<file path="src/rtl/mem_pkg.sv">
// Shared definitions for the memory controller: default geometry and FSM states.
// Ports: none (package).
// Optional feature macro used by importers: MEM_PARITY_EN.
package mem_pkg;

  localparam int DATA_W_DEF = 8;
  localparam int ADDR_W_DEF = 5;

  typedef enum logic [2:0] {
    ST_IDLE = 3'd0,
    ST_RD   = 3'd1,
    ST_RESP = 3'd2,
    ST_WR   = 3'd3,
    ST_CLR  = 3'd4
  } state_e;

endpackage

</file>
<file path="src/rtl/mem_ctrl_if.sv">
// Request/response bundle between a requester and mem_ctrl.
// Ports: req/wren/clr/address/data from master; q/valid/ack/busy/perr from slave.
// master = requester side, slave = controller side.
interface mem_ctrl_if #(
  parameter int DATA_W = 8,
  parameter int ADDR_W = 5
);
  logic              req;
  logic              wren;
  logic              clr;
  logic [ADDR_W-1:0] address;
  logic [DATA_W-1:0] data;
  logic [DATA_W-1:0] q;
  logic              valid;
  logic              ack;
  logic              busy;
  logic              perr;

  modport master (
    output req, wren, clr, address, data,
    input  q, valid, ack, busy, perr
  );

  modport slave (
    input  req, wren, clr, address, data,
    output q, valid, ack, busy, perr
  );
endinterface

</file>
<file path="src/rtl/mem_array.sv">
// Single-port synchronous RAM: write and registered read share one address.
// Ports: clk_i, we_i, addr_i, wdata_i in; rdata_o out (read data one edge after addr_i).
// Contents are deliberately not reset; validity is tracked by the controller.
module mem_array #(
  parameter int WIDTH = 8,
  parameter int DEPTH = 32,
  localparam int AW   = $clog2(DEPTH)
) (
  input  logic             clk_i,
  input  logic             we_i,
  input  logic [AW-1:0]    addr_i,
  input  logic [WIDTH-1:0] wdata_i,
  output logic [WIDTH-1:0] rdata_o
);

  logic [WIDTH-1:0] mem_q [DEPTH];
  logic [WIDTH-1:0] rdata_q;

  always_ff @(posedge clk_i) begin
    if (we_i) begin
      mem_q[addr_i] <= wdata_i;
    end
    rdata_q <= mem_q[addr_i];
  end

  assign rdata_o = rdata_q;

endmodule

</file>
<file path="src/rtl/mem_ctrl.sv">
// Memory controller: single read/write transactions plus a full-array clear sweep.
// Ports: clock, reset (async, active-high), bus (mem_ctrl_if.slave).
// Latency: write ack 1 cycle after acceptance, read ack 2 cycles, clear ack after DEPTH cycles.
// Optional MEM_PARITY_EN: stores an even-parity bit per word and reports mismatches on perr.
module mem_ctrl
  import mem_pkg::*;
#(
  parameter int DATA_W = DATA_W_DEF,
  parameter int ADDR_W = ADDR_W_DEF
) (
  input logic          clock,
  input logic          reset,
  mem_ctrl_if.slave    bus
);

  localparam int DEPTH = 2 ** ADDR_W;
`ifdef MEM_PARITY_EN
  localparam int MEM_W = DATA_W + 1;
`else
  localparam int MEM_W = DATA_W;
`endif
  localparam logic [ADDR_W-1:0] SWEEP_LAST = {ADDR_W{1'b1}};

  state_e            state_q, state_d;
  logic [ADDR_W-1:0] addr_q, addr_d;
  logic [DATA_W-1:0] data_q, data_d;
  logic [ADDR_W-1:0] sweep_q, sweep_d;
  logic [DEPTH-1:0]  vbits_q, vbits_d;
  logic [DATA_W-1:0] q_q, q_d;
  logic              valid_q, valid_d;
  logic              ack_q, ack_d;
`ifdef MEM_PARITY_EN
  logic              perr_q, perr_d;
`endif

  logic              mem_we;
  logic [ADDR_W-1:0] mem_addr;
  logic [MEM_W-1:0]  mem_wdata;
  logic [MEM_W-1:0]  mem_rdata;

  mem_array #(
    .WIDTH (MEM_W),
    .DEPTH (DEPTH)
  ) u_array (
    .clk_i   (clock),
    .we_i    (mem_we),
    .addr_i  (mem_addr),
    .wdata_i (mem_wdata),
    .rdata_o (mem_rdata)
  );

  // State register.
  always_ff @(posedge clock or posedge reset) begin
    if (reset) begin
      state_q <= ST_IDLE;
    end else begin
      state_q <= state_d;
    end
  end

  // Next state, array control and datapath next values.
  always_comb begin
    state_d   = state_q;
    addr_d    = addr_q;
    data_d    = data_q;
    sweep_d   = sweep_q;
    vbits_d   = vbits_q;
    q_d       = q_q;
    valid_d   = valid_q;
    ack_d     = 1'b0;
`ifdef MEM_PARITY_EN
    perr_d    = perr_q;
`endif
    mem_we    = 1'b0;
    mem_addr  = addr_q;
    mem_wdata = '0;

    case (state_q)
      ST_IDLE: begin
        // Clear has priority; a simultaneous req is dropped, not queued.
        if (bus.clr) begin
          sweep_d = '0;
          state_d = ST_CLR;
        end else if (bus.req) begin
          addr_d  = bus.address;
          data_d  = bus.data;
          state_d = bus.wren ? ST_WR : ST_RD;
        end
      end

      ST_RD: begin
        // Array read issued on addr_q; data lands for RESP.
        state_d = ST_RESP;
      end

      ST_RESP: begin
        // Unwritten words read as zero whatever the stale array holds.
        valid_d = vbits_q[addr_q];
        q_d     = vbits_q[addr_q] ? mem_rdata[DATA_W-1:0] : '0;
`ifdef MEM_PARITY_EN
        perr_d  = vbits_q[addr_q] & (^mem_rdata);
`endif
        ack_d   = 1'b1;
        state_d = ST_IDLE;
      end

      ST_WR: begin
        mem_we  = 1'b1;
`ifdef MEM_PARITY_EN
        mem_wdata = {^data_q, data_q};
`else
        mem_wdata = data_q;
`endif
        vbits_d[addr_q] = 1'b1;
        ack_d   = 1'b1;
        state_d = ST_IDLE;
      end

      ST_CLR: begin
        // All-zero word has even parity, so zero fill is parity-consistent.
        mem_we   = 1'b1;
        mem_addr = sweep_q;
        vbits_d[sweep_q] = 1'b0;
        if (sweep_q == SWEEP_LAST) begin
          ack_d   = 1'b1;
          state_d = ST_IDLE;
        end else begin
          sweep_d = sweep_q + 1'b1;
        end
      end

      default: begin
        state_d = ST_IDLE;
      end
    endcase
  end

  // Datapath and status registers.
  always_ff @(posedge clock or posedge reset) begin
    if (reset) begin
      addr_q  <= '0;
      data_q  <= '0;
      sweep_q <= '0;
      vbits_q <= '0;
      q_q     <= '0;
      valid_q <= 1'b0;
      ack_q   <= 1'b0;
`ifdef MEM_PARITY_EN
      perr_q  <= 1'b0;
`endif
    end else begin
      addr_q  <= addr_d;
      data_q  <= data_d;
      sweep_q <= sweep_d;
      vbits_q <= vbits_d;
      q_q     <= q_d;
      valid_q <= valid_d;
      ack_q   <= ack_d;
`ifdef MEM_PARITY_EN
      perr_q  <= perr_d;
`endif
    end
  end

  assign bus.q     = q_q;
  assign bus.valid = valid_q;
  assign bus.ack   = ack_q;
  assign bus.busy  = (state_q != ST_IDLE);
`ifdef MEM_PARITY_EN
  assign bus.perr  = perr_q;
`else
  assign bus.perr  = 1'b0;
`endif

endmodule
</file>
<file path="src/flat_wrapper.sv">
// flat-port wrapper written by rule: the top's interface ports become plain ports
module mem_ctrl_flat import mem_pkg::*;
#(
  parameter int DATA_W = DATA_W_DEF,
  parameter int ADDR_W = ADDR_W_DEF
)
  (clock, reset, bus_req, bus_wren, bus_clr, bus_address, bus_data, bus_q, bus_valid, bus_ack, bus_busy, bus_perr);
  mem_ctrl_if #(.DATA_W(DATA_W), .ADDR_W(ADDR_W)) bus_i ();
  input logic clock;
  input logic reset;
  input wire logic [$bits(bus_i.req)-1:0] bus_req;
  input wire logic [$bits(bus_i.wren)-1:0] bus_wren;
  input wire logic [$bits(bus_i.clr)-1:0] bus_clr;
  input wire logic [$bits(bus_i.address)-1:0] bus_address;
  input wire logic [$bits(bus_i.data)-1:0] bus_data;
  output wire logic [$bits(bus_i.q)-1:0] bus_q;
  output wire logic [$bits(bus_i.valid)-1:0] bus_valid;
  output wire logic [$bits(bus_i.ack)-1:0] bus_ack;
  output wire logic [$bits(bus_i.busy)-1:0] bus_busy;
  output wire logic [$bits(bus_i.perr)-1:0] bus_perr;
  assign bus_i.req = bus_req;
  assign bus_i.wren = bus_wren;
  assign bus_i.clr = bus_clr;
  assign bus_i.address = bus_address;
  assign bus_i.data = bus_data;
  assign bus_q = bus_i.q;
  assign bus_valid = bus_i.valid;
  assign bus_ack = bus_i.ack;
  assign bus_busy = bus_i.busy;
  assign bus_perr = bus_i.perr;
  mem_ctrl #(.DATA_W(DATA_W), .ADDR_W(ADDR_W)) u_core (.clock(clock), .reset(reset), .bus(bus_i));
endmodule
</file>
<file path="config.mk">
export PLATFORM = sky130hd
export DESIGN_NAME = mem_ctrl_flat
export DESIGN_NICKNAME = d
export VERILOG_FILES = /design/src/rtl/mem_pkg.sv /design/src/rtl/mem_ctrl_if.sv /design/src/rtl/mem_array.sv /design/src/rtl/mem_ctrl.sv /design/src/flat_wrapper.sv
export SDC_FILE = /design/constraint.sdc
export NUM_CORES = 1
export LEC_CHECK = 0
export CORE_AREA = 2 2 190 192
export DETAILED_ROUTE_END_ITERATION = 16
export DIE_AREA = 0 0 192 194
export PLACE_DENSITY = 0.66
export SLEW_MARGIN = 40
export SYNTH_ARGS = -nofsm -noshare
export SYNTH_HDL_FRONTEND = slang
export SYNTH_SLANG_ARGS = --single-unit
</file>
<file path="constraint.sdc">
create_clock -name clock -period 7.12 [get_ports clock]
set_input_delay 0.712 -clock clock [delete_from_list [all_inputs] [get_ports clock]]
set_output_delay 0.712 -clock clock [all_outputs]
set_load 0.01 [all_outputs]
</file>
==> out/results.ini, run 1 <==
[synth]
synth_nets = 963
syn-cell-area_um2 = 13900
synth_seq_cells = 327
syn_inst = 940
synth_edf_count = 256
ys_warn_count = 0
yosysSeqAreaShare_pct = 68.0
synth-main-ff-cell = edfxtp_1
synth.avg_cell_area_um2 = 14.7
async_reset_ff_share_pct = 19.3
synth_cell_types = 59

[placement]
hpwlAfterDp_mm = 20.9
dpl_worst_slack_ns = 3.12
numPortBuffers = 28
gp_congestion = 0.843

[power_and_ir_drop]
leakagePower_nw = 5.36
power_switching_mw = 2.26
power.internal_mw = 4.21
power_frac_clock_pct = 26.2
vdd_ir_drop_max_mv = 0.240
p_comb_share_pct = 33.3
p_sw_share_pct = 35.0
p_total_mw = 6.47
power_frac_seq_pct = 40.4
powerDensity_nw_per_um2 = 412

[cts]
cts.clk_slew.worst_paths_ns = 0.07
clkSinkCount = 327
root_buffer = clkbuf_16
clock_latency_ns = 0.52
htree_levels = 2
cts_resized = 0
cts_setup_buffers = 0
cts_tree = built
postCtsHoldBufs = 0
max-clock-path-buffers = 3
cts_inserted_buffers = 35

[worst_setup_path]
crit_slowest_cell = nor2_1
crit_chain = or3b_1, buf_4, mux2_4, nand2_1, nor2_1
max_stage_delay_ns = 0.78
worstPathArrival_ns = 4.20
end_kind = flip-flop
crit_buf_inv = 1
critical_path_required_ns = 7.23
cp-start-kind = flip-flop
worst-setup-path-type = reg -> reg
critPathMaxFanout = 48
cpLargestDelayFamily = simple AND/OR/NAND/NOR gates

[timing]
max_freq_mhz = 244
setup_viol = 0
skew_ns = 0.0382
fin_ws_ns = 3.03
finalMaxSlewViolations = 0
worst-slew-pin-transition_ns = 0.927
setup_tns_ns = 0
hold_violations = 0
post-route-period-util_pct = 57.4
min_period_ns = 4.09
relSlewSlack_pct = 38.0
rsz0062_at_grt = no

[finish]
final_util_pct = 44.6
num_antenna_cells = 0
drive_gt1_share_pct = 13.8
final_nets = 993
layout_common_cells = 256 x edfxtp_1, 98 x nand2_1, 80 x mux2i_1
area_delta_synth_final_pct = 13.4
layout_commonest_cell = edfxtp_1

[min_path]
worstHoldPathType = reg -> reg

[floorplanning]
die_w_um = 192
die-area_um2 = 37200
die_h_um = 194
start_util_pct = 39.3
num_rows = 69
io_pins = 30
core_area_um2 = 35200

[detailed_routing]
met3_wirelength_mm = 2.13
wl_mm = 33.3
first_iter_violations = 873
top_layer_used = met4
vias_per_cell = 5.70
ant_nets = 0
wl_met2_mm = 15.4
dr.pass1.iters = 4
vias = 8295
drc = 0
wl_met1_mm = 14.9
wl_per_cell_um = 22.9

[global_route]
grt_pass1_wl_mm = 51.0
grt_pass1_vias = 8260
grt_max_degree = 49
overflow = 0
grt_usage_pct = 18.0
antenna_found_initial = 0

[status]
outcome = finished clean

[run]
cap_violations = 0

final timing paths:
path                                            from                           to  slack (ns)  depth (start not counted)
setup / recovery                   u_core.state_q[0]  u_core.u_array.mem_q[31][0]        3.03                          5
hold / removal             u_core.u_array.rdata_o[0]              u_core.bus.q[0]        0.47                          1
setup reg to reg                   u_core.state_q[0]  u_core.u_array.mem_q[31][0]        3.03                          5
hold reg to reg            u_core.u_array.rdata_o[0]              u_core.bus.q[0]        0.47                          1
max in group asynchronous                      reset              u_core.bus.q[4]        5.58                          3
min in group asynchronous                      reset             u_core.addr_q[3]        0.62                          2
logic make-up after synthesis:
group,after synthesis,share of synthesized area (%)
buf+inv,58,1.83
other cells,1,0.0271
fa+ha+maj,5,0.452
mux,136,13.8
compound gates,168,7.71
simple gates,245,8.14
flops,327,68.0
through the flow:
step	std cells	cell area, µm²	hold WS (ns)
final	1454	15700	0.467
after detailed placement	1394	14600	0.450
after global routing	1454	15700	0.495
after CTS	1454	15700	0.471
after floorplan	940	13900	0.427
after global placement	1394	14600	0.447
final cells by class:
cell class	instances	area (µm²)
tap	461	577
clock buffer	43	916
fill	3110	19500
sequential	327	9430
inverter	6	22.5
timing repair buffer	45	408
multi-input combinational	555	4220
clock inverter	17	136
registers in the layout, indices dropped and copies added, names as in the netlist:
name	count
u_core.u_array.rdata_o	8
u_core.bus.valid	1
u_core.bus.q	8
u_core.addr_q	5
u_core.data_q	8
u_core.bus.ack	1
u_core.state_q	3
u_core.sweep_q	5
u_core.vbits_q	32
u_core.u_array.mem_q	256
worst reg2reg max path, stage by stage, from the launching register on:
cell and delay (ns):
dfrtp_1 0.58, or3b_1 0.69, buf_4 0.32, mux2_4 0.72
nand2_1 0.60, nor2_1 0.78
synth_stat cells (2+ instances only):
| cell type | instances | share of area (%) |
|---|---|---|
| clkbuf_1 | 27 | 0.73 |
| a21boi_0 | 2 | 0.11 |
| nand3b_1 | 7 | 0.38 |
| dfrtp_1 | 63 | 11 |
| nand3_1 | 27 | 0.98 |
| o21ai_0 | 70 | 2.5 |
| a2111oi_0 | 2 | 0.13 |
| nor2_1 | 58 | 1.6 |
| o21a_1 | 3 | 0.16 |
| and3_1 | 10 | 0.45 |
| nor3_1 | 13 | 0.47 |
| nor4_1 | 2 | 0.090 |
| ha_1 | 5 | 0.45 |
| a22o_1 | 10 | 0.63 |
| buf_2 | 11 | 0.40 |
| or2_2 | 2 | 0.090 |
| buf_1 | 9 | 0.24 |
| a2bb2oi_1 | 2 | 0.13 |
| o2bb2ai_1 | 12 | 0.76 |
| mux4_2 | 41 | 6.7 |
| inv_1 | 6 | 0.16 |
| nand2_1 | 98 | 2.7 |
| a21oi_1 | 9 | 0.33 |
| nand2b_1 | 9 | 0.41 |
| edfxtp_1 | 256 | 55 |
| nor2b_1 | 4 | 0.18 |
| dfxtp_1 | 8 | 1.2 |
| a32oi_1 | 7 | 0.44 |
| mux2i_1 | 81 | 5.9 |
| or3b_1 | 2 | 0.13 |
| mux2_2 | 10 | 0.81 |
| buf_4 | 4 | 0.22 |
| o22ai_1 | 32 | 1.4 |
| a211oi_1 | 7 | 0.38 |
| or3_1 | 3 | 0.14 |
| or3b_2 | 4 | 0.25 |
| o31ai_1 | 2 | 0.11 |
metal layers:
| metal | track usage, % | vias up |
|---|---|---|
| met2 | 28.2 | 315 |
| met4 | 5.26 | 0 |
| li1 | - | 3704 |
| met3 | 3.06 | 54 |
| met5 | 0 | - |
| met1 | 26.0 | 4222 |
power groups by stage:
stage               clock [mW]  sequential, mW  combinational [mW]
finish                    1.70            2.62                2.16
global route              1.80            2.65                2.31
CTS                       1.73            2.61                2.13
detailed placement           0            2.64                2.12
global placement             0            2.63                2.09
floorplan                    0            2.54                1.58
(Power assumes the default switching activity.)
==> inputs of run 2 (changes only) <==
Clock period 7.12 ns to 4.1 ns, I/O delays scaled along.
==> out/results.ini, run 2 (synthesized netlist as in run 1, its figures left out) <==
[cts]
cts_resized = 0
root_buffer = clkbuf_16
htree_levels = 2
cts_setup_buffers = 0
cts_inserted_buffers = 36
cts.clk_slew.worst_paths_ns = 0.06
cts_tree = built
clkSinkCount = 327
clock_latency_ns = 0.52
postCtsHoldBufs = 0
max-clock-path-buffers = 3

[finish]
drive_gt1_share_pct = 15.5
reg_top3 = u_core.u_array.mem_q (256), u_core.vbits_q (32)
area_delta_synth_final_pct = 14.9
num_antenna_cells = 0
layout_commonest_cell = edfxtp_1
largest-register = u_core.u_array.mem_q
final_nets = 1013
largest_reg_flops = 256
layout_common_cells = 256 x edfxtp_1, 98 x nand2_1, 80 x mux2i_1

[worst_setup_path]
endpoint = u_core.u_array.rdata_o[0]
worstPathArrival_ns = 3.82
r2r-start = u_core.state_q[2]
r2r_slack_ns = 0.66
critical_path_required_ns = 4.47
end_kind = flip-flop
cp-start-kind = flip-flop
critPathMaxFanout = 15
worstRegToRegCells = 8
r2r-end = u_core.u_array.rdata_o[0]
cp-startpoint = u_core.state_q[2]
worst-setup-path-type = reg -> reg

[min_path]
worstHoldPathType = in -> async

[power_and_ir_drop]
power_switching_mw = 3.94
p_sw_share_pct = 34.6
leakagePower_nw = 5.51
p_comb_share_pct = 32.3
vdd_ir_drop_max_mv = 0.378
power_frac_seq_pct = 40.8
power_frac_clock_pct = 26.9
power.internal_mw = 7.44
powerDensity_nw_per_um2 = 715

[detailed_routing]
top_layer_used = met4
vias_per_cell = 5.69
dr.pass1.iters = 6
vias = 8405
wl_per_cell_um = 22.7
ant_nets = 0
wl_mm = 33.5
met3_wirelength_mm = 2.09
wl_met2_mm = 16.0
wl_met1_mm = 14.4
first_iter_violations = 919
drc = 0

[placement]
hpwlAfterDp_mm = 22.2
numPortBuffers = 28
gp_congestion = 0.883
dpl_worst_slack_ns = 0.744

[floorplanning]
core_area_um2 = 35200
die_w_um = 192
start_util_pct = 39.3
num_rows = 69
io_pins = 30
die_h_um = 194
die-area_um2 = 37200

[timing]
fin_ws_ns = 0.656
setup_viol = 0
skew_ns = 0.0252
max_freq_mhz = 290
relSlewSlack_pct = 44.6
finalMaxSlewViolations = 0
hold_violations = 0
min_period_ns = 3.44
worst-slew-pin-transition_ns = 0.828
post-route-period-util_pct = 84.0
setup_tns_ns = 0
rsz0062_at_grt = no

[run]
cap_violations = 0

[global_route]
grt_pass1_vias = 8391
grt_max_degree = 45
grt_usage_pct = 18.2
grt_pass1_wl_mm = 50.8
antenna_found_initial = 0
overflow = 0

[status]
outcome = finished clean

==> run 2: power by group through the flow <==
stage | Clock (mW) | Sequential [mW] | Combinational [mW]
2_1_floorplan | 0 | 4.41 | 2.75
3_3_place_gp | 0 | 4.67 | 3.61
3_5_place_dp | 0 | 4.69 | 3.65
4_1_cts | 3.11 | 4.63 | 3.66
5_1_grt | 3.25 | 4.69 | 3.94
6_report | 3.06 | 4.64 | 3.68
==> run 2: final cells by class <==
cell class,instances,area [µm²]
Fill cell,3032,19300
Sequential cell,327,9430
Multi-Input combinational cell,555,4200
Clock buffer,47,1000
Tap cell,461,577
Timing Repair Buffer,64,551
Clock inverter,16,128
Inverter,6,25.0
==> run 2: critical path, stage by stage (launching register included) <==
cell and delay (ns):
dfrtp_1 0.51, or3b_1 0.66, buf_4 0.33, a2bb2oi_1 0.57, nor2_1 0.17, buf_4 0.24
o2bb2ai_1 0.15, a211oi_1 0.52, nand3_1 0.15
==> run 2: worst min-delay path by stage <==
stage / end / slack [ns] / cells past startpoint
finish: u_core.addr_q[2] / 0.31 / 2
global placement: u_core.data_q[1] / 0.45 / 2
CTS: u_core.addr_q[2] / 0.32 / 2
global route: u_core.addr_q[2] / 0.36 / 2
detailed placement: u_core.data_q[3] / 0.46 / 2
floorplan: u_core.bus.q[0] / 0.43 / 1
==> run 2: layer usage <==
layer	track usage, %	vias to the layer above
met2	29.1	326
met5	0	-
met1	25.3	4265
li1	-	3743
met4	6.22	0
met3	2.79	71
==> run 2: stage by stage <==
step	hold slack (ns)	util, %	instances	power [mW]	cell area, µm²
6_report	0.309	45.2	1476	11.4	15900
5_1_grt	0.362	45.2	1476	11.9	15900
4_1_cts	0.317	45.2	1476	11.4	15900
3_5_place_dp	0.464	42.0	1413	8.34	14800
3_3_place_gp	0.455	41.9	1413	8.28	14800
2_1_floorplan	0.427	-	940	7.16	13900
==> inputs of run 3 (changes only) <==
Settings changed: PLACE_DENSITY 0.66 to 0.68.
Clock period 4.1 ns to 2.97 ns, I/O delays scaled along.
==> out/results.ini, run 3 (synthesized netlist as in run 1, its figures left out) <==
[placement]
gp_congestion = 0.861
numPortBuffers = 28
dp.cells = 1454
placedInstanceArea_um2 = 15100
hpwlAfterDp_mm = 21.8

[timing]
setup_viol = 0
rsz0062_at_grt = no
min_period_ns = 2.86
finalMaxSlewViolations = 0
setup_tns_ns = 0
relSlewSlack_pct = 47.2
max_freq_mhz = 349
post-route-period-util_pct = 96.4
hold_violations = 0
worst-slew-pin-transition_ns = 0.786
skew_ns = 0.0219

[detailed_routing]
wl_per_cell_um = 22.0
vias_per_cell = 5.64
ant_nets = 0
dr.pass1.iters = 5
drc = 0
wl_mm = 33.4
first_iter_violations = 802
vias = 8563

[finish]
drive_gt1_share_pct = 18.4
layout_common_cells = 256 x edfxtp_1, 98 x nand2_1, 81 x mux2i_1
num_antenna_cells = 0
layout_commonest_cell = edfxtp_1
largest-register = u_core.u_array.mem_q
layout.cells.non_filler = 1518
largest_reg_flops = 256
final_nets = 1053
reg_top3 = u_core.u_array.mem_q (256), u_core.vbits_q (32)
area_delta_synth_final_pct = 17.3
fin_area_um2 = 16300

[cts]
postCtsHoldBufs = 0
cts_inserted_buffers = 35
cts.clk_slew.worst_paths_ns = 0.06
clock_latency_ns = 0.53
htree_levels = 2
root_buffer = clkbuf_16
max-clock-path-buffers = 3
cts_setup_buffers = 0
cts_tree = built
clkSinkCount = 327

[power_and_ir_drop]
powerDensity_nw_per_um2 = 989
vdd_ir_drop_max_mv = 0.645
leakagePower_nw = 5.74

[worst_setup_path]
end_kind = flip-flop
max_stage_delay_ns = 0.49
worstPathArrival_ns = 3.25
crit_slowest_cell = or3b_1
worst-setup-path-type = reg -> reg
worstRegToRegCells = 8
r2r_slack_ns = 0.11
r2r-start = u_core.state_q[1]
r2r-end = u_core.u_array.rdata_o[7]
critPathMaxFanout = 12
crit_chain = or3b_1, buf_4, a2bb2oi_1, buf_4, nand2b_1, a2bb2oi_1, o31ai_1, or3b_1
critical_path_required_ns = 3.36
cp-start-kind = flip-flop

[floorplanning]
start_util_pct = 39.3
die_h_um = 194
die-area_um2 = 37200
io_pins = 30
num_rows = 69
core_area_um2 = 35200
die_w_um = 192

[status]
outcome = finished clean

[run]
cap_violations = 0

[global_route]
grt_pass1_wl_mm = 51.1
grt_usage_pct = 18.1
overflow = 0
grt_pass1_vias = 8513
grt_max_degree = 39
antenna_found_initial = 0

[min_path]
worstHoldPathType = in -> async

run 3: repair_timing:
item,in CTS,in global routing
endpoints found under the hold margin,0,0
setup endpoints to repair,0,1
gates resized for setup,0,1
run 3: per-layer routing:
layer	track usage [%]	vias to the layer above	wire length (µm)
li1	-	3825	-
met1	25.8	4348	14600
met2	28.1	345	15600
met3	3.28	45	2370
met4	6.11	0	858
met5	0	-	0
run 3: where the power goes:
group | internal (mW) | switching (mW)
sequential | 5.79 | 0.504
combinational | 2.36 | 3.21
clock | 2.45 | 1.76
run 3: critical path, delay by kind of cell (launching register included):
kind | cells | cell delay (ns)
AO/OA/AOI/OAI | 3 | 0.71
buffers and inverters | 2 | 0.41
flip-flops | 1 | 0.47
AND/OR/NAND/NOR | 3 | 1.17
run 3: metrics by stage:
step	setup slack (ns)	hold slack [ns]	power (mW)	utilization, %
2_1_floorplan	0.297	0.402	9.88	-
3_3_place_gp	0.264	0.452	11.8	43.0
3_5_place_dp	0.212	0.455	11.9	43.0
4_1_cts	0.169	0.168	16.1	46.1
5_1_grt	0.0344	0.227	16.8	46.2
6_report	0.108	0.155	16.1	46.2
run 3: cell type report:
type | count | area [µm²]
Tap cell | 461 | 577
Clock inverter | 17 | 124
Multi-Input combinational cell | 555 | 4200
Fill cell | 3051 | 19000
Timing Repair Buffer | 105 | 921
Inverter | 6 | 22.5
Clock buffer | 47 | 992
Sequential cell | 327 | 9430
run 3: worst max path at each step:
stage | startpoint | to | cells past startpoint
after CTS | u_core.state_q[1] | u_core.u_array.rdata_o[7] | 8
after floorplan | u_core.state_q[1] | u_core.u_array.mem_q[0][0] | 7
after global routing | u_core.state_q[1] | u_core.u_array.rdata_o[7] | 8
after detailed placement | u_core.state_q[1] | u_core.u_array.rdata_o[7] | 8
after global placement | u_core.state_q[1] | u_core.u_array.rdata_o[7] | 5
final | u_core.state_q[1] | u_core.u_array.rdata_o[7] | 8
